### src/rtl/decode_inst_queue_pkg.sv
// rtl/decode_inst_queue_pkg.sv - shared decode widths, unit codes and instruction bundle layout
package decode_inst_queue_pkg;

    localparam int addressWidth            = 64;
    localparam int opcodeSize              = 12;
    localparam int funcUnitCodeSize        = 3;
    localparam int instructionCounterWidth = 64;
    localparam int instMinIdWidth          = 7;
    localparam int PidSize                 = 20;
    localparam int TidSize                 = 16;
    localparam int regAccessPatternSize    = 2;
    localparam int bodyWidth               = 84;

    typedef enum logic [funcUnitCodeSize-1:0] {
        FU_ALU = 3'd0,
        FU_MUL = 3'd1,
        FU_FPU = 3'd2,
        FU_LSU = 3'd3,
        FU_BRU = 3'd4,
        FU_SYS = 3'd5
    } func_unit_e;

    // Packing order shared with the decode mux; field order is the bit layout.
    typedef struct packed {
        logic [opcodeSize-1:0]              opcode;
        logic [addressWidth-1:0]            address;
        logic [funcUnitCodeSize-1:0]        func_unit;
        logic [instructionCounterWidth-1:0] maj_id;
        logic [instMinIdWidth-1:0]          min_id;
        logic                               is64;
        logic [PidSize-1:0]                 pid;
        logic [TidSize-1:0]                 tid;
        logic [regAccessPatternSize-1:0]    op1rw;
        logic [regAccessPatternSize-1:0]    op2rw;
        logic [regAccessPatternSize-1:0]    op3rw;
        logic [regAccessPatternSize-1:0]    op4rw;
        logic                               op1_is_reg;
        logic                               op2_is_reg;
        logic                               op3_is_reg;
        logic                               op4_is_reg;
        logic [bodyWidth-1:0]               body;
    } decoded_inst_t;

    localparam int ENTRY_WIDTH = $bits(decoded_inst_t);

endpackage

### src/rtl/decode_inst_queue_if.sv
// rtl/decode_inst_queue_if.sv - decode-mux push bundle and dispatch head bundle
interface decode_inst_queue_if
    import decode_inst_queue_pkg::*;
#(
    parameter int queueDepth = 8
);
    localparam int CW = $clog2(queueDepth) + 1;

    logic                               enable_i;
    logic [opcodeSize-1:0]              opcode_i;
    logic [addressWidth-1:0]            address_i;
    logic [funcUnitCodeSize-1:0]        funcUnitType_i;
    logic [instructionCounterWidth-1:0] majID_i;
    logic [instMinIdWidth-1:0]          minID_i;
    logic                               is64Bit_i;
    logic [PidSize-1:0]                 pid_i;
    logic [TidSize-1:0]                 tid_i;
    logic [regAccessPatternSize-1:0]    op1rw_i, op2rw_i, op3rw_i, op4rw_i;
    logic                               op1IsReg_i, op2IsReg_i, op3IsReg_i, op4IsReg_i;
    logic [bodyWidth-1:0]               body_i;
    logic                               flush_i;
    logic                               stall_o;

    logic                               valid_o;
    logic                               ready_i;
    logic [opcodeSize-1:0]              opcode_o;
    logic [addressWidth-1:0]            address_o;
    logic [funcUnitCodeSize-1:0]        funcUnitType_o;
    logic [instructionCounterWidth-1:0] majID_o;
    logic [instMinIdWidth-1:0]          minID_o;
    logic                               is64Bit_o;
    logic [PidSize-1:0]                 pid_o;
    logic [TidSize-1:0]                 tid_o;
    logic [regAccessPatternSize-1:0]    op1rw_o, op2rw_o, op3rw_o, op4rw_o;
    logic                               op1IsReg_o, op2IsReg_o, op3IsReg_o, op4IsReg_o;
    logic [bodyWidth-1:0]               body_o;
    logic [CW-1:0]                      count_o;
    logic                               overflow_o;

    modport master (
        output enable_i, opcode_i, address_i, funcUnitType_i, majID_i, minID_i, is64Bit_i,
               pid_i, tid_i, op1rw_i, op2rw_i, op3rw_i, op4rw_i,
               op1IsReg_i, op2IsReg_i, op3IsReg_i, op4IsReg_i, body_i, flush_i, ready_i,
        input  stall_o, valid_o, opcode_o, address_o, funcUnitType_o, majID_o, minID_o,
               is64Bit_o, pid_o, tid_o, op1rw_o, op2rw_o, op3rw_o, op4rw_o,
               op1IsReg_o, op2IsReg_o, op3IsReg_o, op4IsReg_o, body_o, count_o, overflow_o
    );

    modport slave (
        input  enable_i, opcode_i, address_i, funcUnitType_i, majID_i, minID_i, is64Bit_i,
               pid_i, tid_i, op1rw_i, op2rw_i, op3rw_i, op4rw_i,
               op1IsReg_i, op2IsReg_i, op3IsReg_i, op4IsReg_i, body_i, flush_i, ready_i,
        output stall_o, valid_o, opcode_o, address_o, funcUnitType_o, majID_o, minID_o,
               is64Bit_o, pid_o, tid_o, op1rw_o, op2rw_o, op3rw_o, op4rw_o,
               op1IsReg_o, op2IsReg_o, op3IsReg_o, op4IsReg_o, body_o, count_o, overflow_o
    );

endinterface

### src/rtl/decode_inst_queue_sync_fifo_ctrl.sv
// rtl/decode_inst_queue_sync_fifo_ctrl.sv - wrap-bit pointer, occupancy and push/pop accept logic
module sync_fifo_ctrl #(
    parameter  int DEPTH = 8,
    localparam int IW    = $clog2(DEPTH)
) (
    input  logic          clk,
    input  logic          rst,
    input  logic          push_req,
    input  logic          ready,
    input  logic          flush,
    output logic [IW-1:0] wr_idx,
    output logic [IW-1:0] rd_idx,
    output logic [IW:0]   count,
    output logic [IW:0]   count_next,
    output logic          empty,
    output logic          full,
    output logic          push,
    output logic          pop,
    output logic          overflow
);

    logic [IW:0] wr_ptr, rd_ptr, wr_nxt, rd_nxt;
    logic        pop_raw;

    assign empty   = (wr_ptr == rd_ptr);
    assign full    = (wr_ptr[IW-1:0] == rd_ptr[IW-1:0]) && (wr_ptr[IW] != rd_ptr[IW]);
    assign pop_raw = !empty && ready;

    // A pop in the same cycle frees the slot a full-queue push needs; flush cancels both.
    assign pop  = pop_raw && !flush;
    assign push = push_req && (!full || pop_raw) && !flush;

    assign wr_nxt     = wr_ptr + {{IW{1'b0}}, push};
    assign rd_nxt     = flush ? wr_ptr : rd_ptr + {{IW{1'b0}}, pop};
    assign count      = wr_ptr - rd_ptr;
    assign count_next = wr_nxt - rd_nxt;
    assign wr_idx     = wr_ptr[IW-1:0];
    assign rd_idx     = rd_ptr[IW-1:0];

    always_ff @(posedge clk) begin
        if (rst) begin
            wr_ptr   <= '0;
            rd_ptr   <= '0;
            overflow <= 1'b0;
        end else begin
            wr_ptr <= wr_nxt;
            rd_ptr <= rd_nxt;
            if (push_req && full && !pop_raw && !flush)
                overflow <= 1'b1;
        end
    end

endmodule

### src/rtl/decode_inst_queue.sv
// rtl/decode_inst_queue.sv - FWFT queue of decoded instructions with early stall, flush and overflow flag
module decode_inst_queue
    import decode_inst_queue_pkg::*;
#(
    parameter int queueDepth    = 8,
    parameter int stallHeadroom = 2
) (
    input logic                    clock_i,
    input logic                    reset_i,
    decode_inst_queue_if.slave     bus
);

    localparam int IW = $clog2(queueDepth);
    localparam logic [IW:0] STALL_AT = (IW+1)'(queueDepth - stallHeadroom);

    decoded_inst_t mem [queueDepth];
    decoded_inst_t in_entry, head;
    logic [IW-1:0] wr_idx, rd_idx;
    logic [IW:0]   count, count_next;
    logic          empty, full, push, pop, overflow, stall;

    sync_fifo_ctrl #(.DEPTH(queueDepth)) u_ctrl (
        .clk        (clock_i),
        .rst        (reset_i),
        .push_req   (bus.enable_i),
        .ready      (bus.ready_i),
        .flush      (bus.flush_i),
        .wr_idx     (wr_idx),
        .rd_idx     (rd_idx),
        .count      (count),
        .count_next (count_next),
        .empty      (empty),
        .full       (full),
        .push       (push),
        .pop        (pop),
        .overflow   (overflow)
    );

    always_comb begin
        in_entry            = '0;
        in_entry.opcode     = bus.opcode_i;
        in_entry.address    = bus.address_i;
        in_entry.func_unit  = bus.funcUnitType_i;
        in_entry.maj_id     = bus.majID_i;
        in_entry.min_id     = bus.minID_i;
        in_entry.is64       = bus.is64Bit_i;
        in_entry.pid        = bus.pid_i;
        in_entry.tid        = bus.tid_i;
        in_entry.op1rw      = bus.op1rw_i;
        in_entry.op2rw      = bus.op2rw_i;
        in_entry.op3rw      = bus.op3rw_i;
        in_entry.op4rw      = bus.op4rw_i;
        in_entry.op1_is_reg = bus.op1IsReg_i;
        in_entry.op2_is_reg = bus.op2IsReg_i;
        in_entry.op3_is_reg = bus.op3IsReg_i;
        in_entry.op4_is_reg = bus.op4IsReg_i;
        in_entry.body       = bus.body_i;
    end

    // Storage is cleared on reset so idle head fields never show X.
    always_ff @(posedge clock_i) begin
        if (reset_i) begin
            for (int i = 0; i < queueDepth; i++)
                mem[i] <= '0;
            stall <= 1'b0;
        end else begin
            if (push)
                mem[wr_idx] <= in_entry;
            stall <= (count_next >= STALL_AT);
        end
    end

    assign head = mem[rd_idx];

    assign bus.valid_o        = !empty;
    assign bus.stall_o        = stall;
    assign bus.count_o        = count;
    assign bus.overflow_o     = overflow;
    assign bus.opcode_o       = head.opcode;
    assign bus.address_o      = head.address;
    assign bus.funcUnitType_o = head.func_unit;
    assign bus.majID_o        = head.maj_id;
    assign bus.minID_o        = head.min_id;
    assign bus.is64Bit_o      = head.is64;
    assign bus.pid_o          = head.pid;
    assign bus.tid_o          = head.tid;
    assign bus.op1rw_o        = head.op1rw;
    assign bus.op2rw_o        = head.op2rw;
    assign bus.op3rw_o        = head.op3rw;
    assign bus.op4rw_o        = head.op4rw;
    assign bus.op1IsReg_o     = head.op1_is_reg;
    assign bus.op2IsReg_o     = head.op2_is_reg;
    assign bus.op3IsReg_o     = head.op3_is_reg;
    assign bus.op4IsReg_o     = head.op4_is_reg;
    assign bus.body_o         = head.body;

endmodule

### src/flat_wrapper.sv
// flat-port wrapper written by rule: the top's interface ports become plain ports
module decode_inst_queue_flat import decode_inst_queue_pkg::*;
#(
    parameter int queueDepth    = 8,
    parameter int stallHeadroom = 2
)
  (clock_i, reset_i, bus_enable_i, bus_opcode_i, bus_address_i, bus_funcUnitType_i, bus_majID_i, bus_minID_i, bus_is64Bit_i, bus_pid_i, bus_tid_i, bus_op1rw_i, bus_op2rw_i, bus_op3rw_i, bus_op4rw_i, bus_op1IsReg_i, bus_op2IsReg_i, bus_op3IsReg_i, bus_op4IsReg_i, bus_body_i, bus_flush_i, bus_ready_i, bus_stall_o, bus_valid_o, bus_opcode_o, bus_address_o, bus_funcUnitType_o, bus_majID_o, bus_minID_o, bus_is64Bit_o, bus_pid_o, bus_tid_o, bus_op1rw_o, bus_op2rw_o, bus_op3rw_o, bus_op4rw_o, bus_op1IsReg_o, bus_op2IsReg_o, bus_op3IsReg_o, bus_op4IsReg_o, bus_body_o, bus_count_o, bus_overflow_o);
  decode_inst_queue_if #(.queueDepth(queueDepth)) bus_i ();
  input logic clock_i;
  input logic reset_i;
  input wire logic [$bits(bus_i.enable_i)-1:0] bus_enable_i;
  input wire logic [$bits(bus_i.opcode_i)-1:0] bus_opcode_i;
  input wire logic [$bits(bus_i.address_i)-1:0] bus_address_i;
  input wire logic [$bits(bus_i.funcUnitType_i)-1:0] bus_funcUnitType_i;
  input wire logic [$bits(bus_i.majID_i)-1:0] bus_majID_i;
  input wire logic [$bits(bus_i.minID_i)-1:0] bus_minID_i;
  input wire logic [$bits(bus_i.is64Bit_i)-1:0] bus_is64Bit_i;
  input wire logic [$bits(bus_i.pid_i)-1:0] bus_pid_i;
  input wire logic [$bits(bus_i.tid_i)-1:0] bus_tid_i;
  input wire logic [$bits(bus_i.op1rw_i)-1:0] bus_op1rw_i;
  input wire logic [$bits(bus_i.op2rw_i)-1:0] bus_op2rw_i;
  input wire logic [$bits(bus_i.op3rw_i)-1:0] bus_op3rw_i;
  input wire logic [$bits(bus_i.op4rw_i)-1:0] bus_op4rw_i;
  input wire logic [$bits(bus_i.op1IsReg_i)-1:0] bus_op1IsReg_i;
  input wire logic [$bits(bus_i.op2IsReg_i)-1:0] bus_op2IsReg_i;
  input wire logic [$bits(bus_i.op3IsReg_i)-1:0] bus_op3IsReg_i;
  input wire logic [$bits(bus_i.op4IsReg_i)-1:0] bus_op4IsReg_i;
  input wire logic [$bits(bus_i.body_i)-1:0] bus_body_i;
  input wire logic [$bits(bus_i.flush_i)-1:0] bus_flush_i;
  input wire logic [$bits(bus_i.ready_i)-1:0] bus_ready_i;
  output wire logic [$bits(bus_i.stall_o)-1:0] bus_stall_o;
  output wire logic [$bits(bus_i.valid_o)-1:0] bus_valid_o;
  output wire logic [$bits(bus_i.opcode_o)-1:0] bus_opcode_o;
  output wire logic [$bits(bus_i.address_o)-1:0] bus_address_o;
  output wire logic [$bits(bus_i.funcUnitType_o)-1:0] bus_funcUnitType_o;
  output wire logic [$bits(bus_i.majID_o)-1:0] bus_majID_o;
  output wire logic [$bits(bus_i.minID_o)-1:0] bus_minID_o;
  output wire logic [$bits(bus_i.is64Bit_o)-1:0] bus_is64Bit_o;
  output wire logic [$bits(bus_i.pid_o)-1:0] bus_pid_o;
  output wire logic [$bits(bus_i.tid_o)-1:0] bus_tid_o;
  output wire logic [$bits(bus_i.op1rw_o)-1:0] bus_op1rw_o;
  output wire logic [$bits(bus_i.op2rw_o)-1:0] bus_op2rw_o;
  output wire logic [$bits(bus_i.op3rw_o)-1:0] bus_op3rw_o;
  output wire logic [$bits(bus_i.op4rw_o)-1:0] bus_op4rw_o;
  output wire logic [$bits(bus_i.op1IsReg_o)-1:0] bus_op1IsReg_o;
  output wire logic [$bits(bus_i.op2IsReg_o)-1:0] bus_op2IsReg_o;
  output wire logic [$bits(bus_i.op3IsReg_o)-1:0] bus_op3IsReg_o;
  output wire logic [$bits(bus_i.op4IsReg_o)-1:0] bus_op4IsReg_o;
  output wire logic [$bits(bus_i.body_o)-1:0] bus_body_o;
  output wire logic [$bits(bus_i.count_o)-1:0] bus_count_o;
  output wire logic [$bits(bus_i.overflow_o)-1:0] bus_overflow_o;
  assign bus_i.enable_i = bus_enable_i;
  assign bus_i.opcode_i = bus_opcode_i;
  assign bus_i.address_i = bus_address_i;
  assign bus_i.funcUnitType_i = bus_funcUnitType_i;
  assign bus_i.majID_i = bus_majID_i;
  assign bus_i.minID_i = bus_minID_i;
  assign bus_i.is64Bit_i = bus_is64Bit_i;
  assign bus_i.pid_i = bus_pid_i;
  assign bus_i.tid_i = bus_tid_i;
  assign bus_i.op1rw_i = bus_op1rw_i;
  assign bus_i.op2rw_i = bus_op2rw_i;
  assign bus_i.op3rw_i = bus_op3rw_i;
  assign bus_i.op4rw_i = bus_op4rw_i;
  assign bus_i.op1IsReg_i = bus_op1IsReg_i;
  assign bus_i.op2IsReg_i = bus_op2IsReg_i;
  assign bus_i.op3IsReg_i = bus_op3IsReg_i;
  assign bus_i.op4IsReg_i = bus_op4IsReg_i;
  assign bus_i.body_i = bus_body_i;
  assign bus_i.flush_i = bus_flush_i;
  assign bus_i.ready_i = bus_ready_i;
  assign bus_stall_o = bus_i.stall_o;
  assign bus_valid_o = bus_i.valid_o;
  assign bus_opcode_o = bus_i.opcode_o;
  assign bus_address_o = bus_i.address_o;
  assign bus_funcUnitType_o = bus_i.funcUnitType_o;
  assign bus_majID_o = bus_i.majID_o;
  assign bus_minID_o = bus_i.minID_o;
  assign bus_is64Bit_o = bus_i.is64Bit_o;
  assign bus_pid_o = bus_i.pid_o;
  assign bus_tid_o = bus_i.tid_o;
  assign bus_op1rw_o = bus_i.op1rw_o;
  assign bus_op2rw_o = bus_i.op2rw_o;
  assign bus_op3rw_o = bus_i.op3rw_o;
  assign bus_op4rw_o = bus_i.op4rw_o;
  assign bus_op1IsReg_o = bus_i.op1IsReg_o;
  assign bus_op2IsReg_o = bus_i.op2IsReg_o;
  assign bus_op3IsReg_o = bus_i.op3IsReg_o;
  assign bus_op4IsReg_o = bus_i.op4IsReg_o;
  assign bus_body_o = bus_i.body_o;
  assign bus_count_o = bus_i.count_o;
  assign bus_overflow_o = bus_i.overflow_o;
  decode_inst_queue #(.queueDepth(queueDepth), .stallHeadroom(stallHeadroom)) u_core (.clock_i(clock_i), .reset_i(reset_i), .bus(bus_i));
endmodule
### config.mk
export PLATFORM = sky130hd
export DESIGN_NAME = decode_inst_queue_flat
export DESIGN_NICKNAME = d
export VERILOG_FILES = /design/src/rtl/decode_inst_queue_pkg.sv /design/src/rtl/decode_inst_queue_if.sv /design/src/rtl/decode_inst_queue_sync_fifo_ctrl.sv /design/src/rtl/decode_inst_queue.sv /design/src/flat_wrapper.sv
export SDC_FILE = /design/constraint.sdc
export NUM_CORES = 2
export LEC_CHECK = 0
export ABC_AREA = 1
export BUFFER_PORTS_ARGS = -buffer_cell sky130_fd_sc_hd__buf_2
export CAP_MARGIN = 20
export CELL_PAD_IN_SITES_DETAIL_PLACEMENT = 0
export CELL_PAD_IN_SITES_GLOBAL_PLACEMENT = 1
export CORE_UTILIZATION = 35
export CTS_CLUSTER_DIAMETER = 120
export CTS_CLUSTER_SIZE = 12
export DETAILED_ROUTE_END_ITERATION = 8
export PLACE_DENSITY_LB_ADDON = 0.05
export SLEW_MARGIN = 20
export SYNTH_ARGS = -nofsm -noshare
export SYNTH_HDL_FRONTEND = slang
export SYNTH_SLANG_ARGS = --single-unit
### constraint.sdc
create_clock -name clock_i -period 9.6 [get_ports clock_i]
set_clock_uncertainty 0.2 [all_clocks]
set_input_delay 1.92 -clock clock_i [delete_from_list [all_inputs] [get_ports clock_i]]
set_output_delay 1.92 -clock clock_i [all_outputs]
set_load 0.01 [all_outputs]
==> flow_metrics.env <==
export IMPL_cp_common_cell="nand2_1"
export IMPL_drv_cap=0
export IMPL_p_per_area_nw_per_um2=192
export IMPL_tns_ns=0
export IMPL_clk_pin_slew_ns=0.07
export IMPL_port_buffer_count=577
export IMPL_cts_sinks=2274
export IMPL_failed_checks="DRC"
export IMPL_wl_per_cell_um=25.9
export IMPL_cts_hold_buffers=0
export IMPL_slowest_delay_ns=0.71
export IMPL_worstPathRequired_ns=7.48
export IMPL_dp_cells=13000
export IMPL_async_reset_ff_share_pct=0
export IMPL_period_share_pct=70.3
export IMPL_grt_overflow_total=0
export IMPL_seq_area_um2=68200
export IMPL_setup_violations_final=0
export IMPL_dr_max_layer_used="met5"
export IMPL_ys_ff_latch=2274
export IMPL_period_minus_slack_ns=6.75
export IMPL_dieArea_um2=283000
export IMPL_clockRootBuffer="clkbuf_16"
export IMPL_yosysTopAreaCellShare_pct=69.2
export IMPL_arrival_ns=4.63
export IMPL_cp_cell_sequence="inv_8 -> buf_4 -> buf_12 -> o21ai_0 -> o22ai_1 -> nand2_1 -> nand2_1 -> buf_2"
export IMPL_avgSynthCellArea_um2=10.6
export IMPL_multi_input_area_um2=25900
export IMPL_syn_cell_area_um2=98300
export IMPL_grt_first_pass_wirelength_mm=497
export IMPL_synth_ff_type="edfxtp_1"
export IMPL_grt_max_degree=203
export IMPL_path_class="register to output pin"
export IMPL_cts_resized_gates=0
export IMPL_power_total_mw=21.1
export IMPL_cts_path_max_buffers=4
export IMPL_ys_seq_area_share_pct=69.4
export IMPL_setup_ws_ns=2.85
export IMPL_critPathCaptureType="output pin"
export IMPL_tritoncts="done"
export IMPL_vias=70200
export IMPL_drtAntennaViolNets=0
export IMPL_power_leakage_nw=43.7
export IMPL_synth_top_cell_by_area="edfxtp_1"
export IMPL_slew_violations=0
export IMPL_numCtsBuffers=211
export IMPL_dp_hpwl_mm=167
export IMPL_grt_pass1_vias=69900
export IMPL_utilization_pct=39.3
export IMPL_num_rows=194
export IMPL_status="finished with violations"
export IMPL_cp_slowest_cell="buf_4"
export IMPL_synth_cells=9312
export IMPL_hold_viol=0
export IMPL_ir_worst_vdd_mv=0.142
export IMPL_remaining_drc_errors=149
export IMPL_die_w_um=532
export IMPL_relSlewSlack_pct=18.0
export IMPL_core_um2=279000
export IMPL_cp_start_kind="register"
export IMPL_antenna_found_initial=49
export IMPL_ys_warn_count=0
export IMPL_gp_congestion=0.745
export IMPL_worstPathMaxFanout=152
export IMPL_synthesis_nets=9612
export IMPL_wl_met2_mm=167
export IMPL_timing_fmax_ghz=0.148
export IMPL_dp_worst_setup_slack_ns=3.35
export IMPL_drtIter0Drc=5801
export IMPL_wl_mm=343
export IMPL_vias_per_cell=5.29
export IMPL_rsz0062_at_grt="no"
export IMPL_layout_drive_gt1_share_pct=9.71
export IMPL_r2r_slack_ns=3.85
export IMPL_hp_class="register to register"
export IMPL_grt_usage_pct=23.7
export IMPL_dieHeight_um=532
export IMPL_nFillCells=27500
export IMPL_initial_core_util_pct=35.2
export IMPL_cts_htree_levels=4
export IMPL_cts_setup_buffers=0
export IMPL_wl_met1_mm=148
export IMPL_synthTopCellsByArea="edfxtp_1 (69%), nor2_1 (13%), o21ai_0 (5.8%)"
export IMPL_dr_pass1_iters=9
export IMPL_worst_pin_slew_ns=1.23
export IMPL_wl_met3_mm=20.7
export IMPL_ys_types=27
export IMPL_ios=578
export IMPL_fin_cells=13300
export IMPL_synth_edf_count=2264
export IMPL_fin_nets=9813
export IMPL_area_growth_pct=11.6
export IMPL_insertion_delay_ns=0.88
==> cell usage in the layout, fill, tap and decap left out, drive strengths merged, types with 10 or more instances in the layout <==
cell type | netlist | final
clkbuf | 345 | 237
inv | 308 | 312
nor2 | 3411 | 3411
o21ai | 1136 | 1136
buf | 344 | 677
nand2 | 892 | 892
ha | 10 | 10
dfxtp | 10 | 10
diode | 0 | 11
o22ai | 566 | 566
edfxtp | 2264 | 2264
==> cell type report <==
cell class | instances | share of cell area (%)
flip-flops and latches | 2274 | 62.2
multi-input cells | 6039 | 23.6
clock buffers | 237 | 5.00
well taps | 3724 | 4.25
repair buffers | 677 | 3.80
inverters | 310 | 1.08
clock inverters | 7 | 0.0878
diodes | 11 | 0.0251
==> registers in the layout, summed over array words and instances (netlist names) <==
signal,flops
u_core.mem,2264
u_core.u_ctrl.rd_ptr,4
u_core.u_ctrl.wr_ptr,4
u_core.bus.stall_o,1
u_core.u_ctrl.overflow,1
==> Yosys cell counts, types with 2 or more instances <==
library cell / n
nor2_4: 2
nand4_1: 2
nand3_1: 6
nand2_1: 884
o21ai_0: 1136
fa_1: 2
clkbuf_1: 345
nor2_1: 3409
dfxtp_1: 10
clkinv_1: 2
buf_4: 91
inv_2: 2
edfxtp_1: 2264
buf_2: 230
ha_1: 10
o22ai_1: 566
buf_1: 23
xor2_1: 2
a21oi_1: 6
nand2_2: 8
inv_1: 306
==> worst paths after layout <==
check	startpoint	end	cells past startpoint
min	u_core.u_ctrl.overflow$_SDFFE_PP0P_	u_core.u_ctrl.overflow$_SDFFE_PP0P_	2
max	u_core.u_ctrl.rd_ptr[1]$_SDFF_PP0_	bus_body_o[82]	8
min reg2reg	u_core.u_ctrl.overflow$_SDFFE_PP0P_	u_core.u_ctrl.overflow$_SDFFE_PP0P_	2
max reg2reg	u_core.u_ctrl.rd_ptr[2]$_SDFF_PP0_	u_core.mem[1][91]$_SDFFCE_PN0P_	11
==> power breakdown <==
group / total, mW / switching, mW / internal [mW]
sequential: 11.4 / 0.104 / 11.3
combinational: 2.02 / 1.52 / 0.500
clock: 7.69 / 3.71 / 3.98
==> worst max-delay path, delay by kind of cell, from the launching register on <==
kind | cells | cell delay (ns)
buffers and inverters | 4 | 2.31
AND/OR/NAND/NOR | 2 | 0.33
AO/OA/AOI/OAI | 2 | 0.38
flip-flops | 1 | 0.53
==> through the flow <==
| stage | instance area (um2) | hold slack, ns |
|---|---|---|
| after floorplan | 98300 | 0.274 |
| after global placement | 104000 | 0.243 |
| after detailed placement | 104000 | 0.243 |
| after CTS | 110000 | 0.255 |
| after global routing | 110000 | 0.275 |
| final | 110000 | 0.250 |
==> logic make-up (layout without fill, tap and decap cells) <==
| kind of cell | after synthesis | count (layout) | share of synthesized area (%) |
|---|---|---|---|
| buffers and inverters | 999 | 1231 | 4.46 |
| AOI/OAI and AO/OA | 1708 | 1708 | 9.42 |
| other | 0 | 11 | 0 |
| DFF | 2274 | 2274 | 69.4 |
| and+or+nand+nor | 4315 | 4315 | 16.5 |
| adders and majority gates | 12 | 12 | 0.168 |
| xor gates and xnor gates | 4 | 4 | 0.0433 |
==> layer usage <==
metal | global-route usage, % | up-vias
met3 | 4.23 | 406
met1 | 31.2 | 35800
met5 | 0 | -
met4 | 5.55 | 32
li1 | - | 32100
met2 | 40.6 | 1867
No activity file was read; power rests on OpenSTA's default activity.
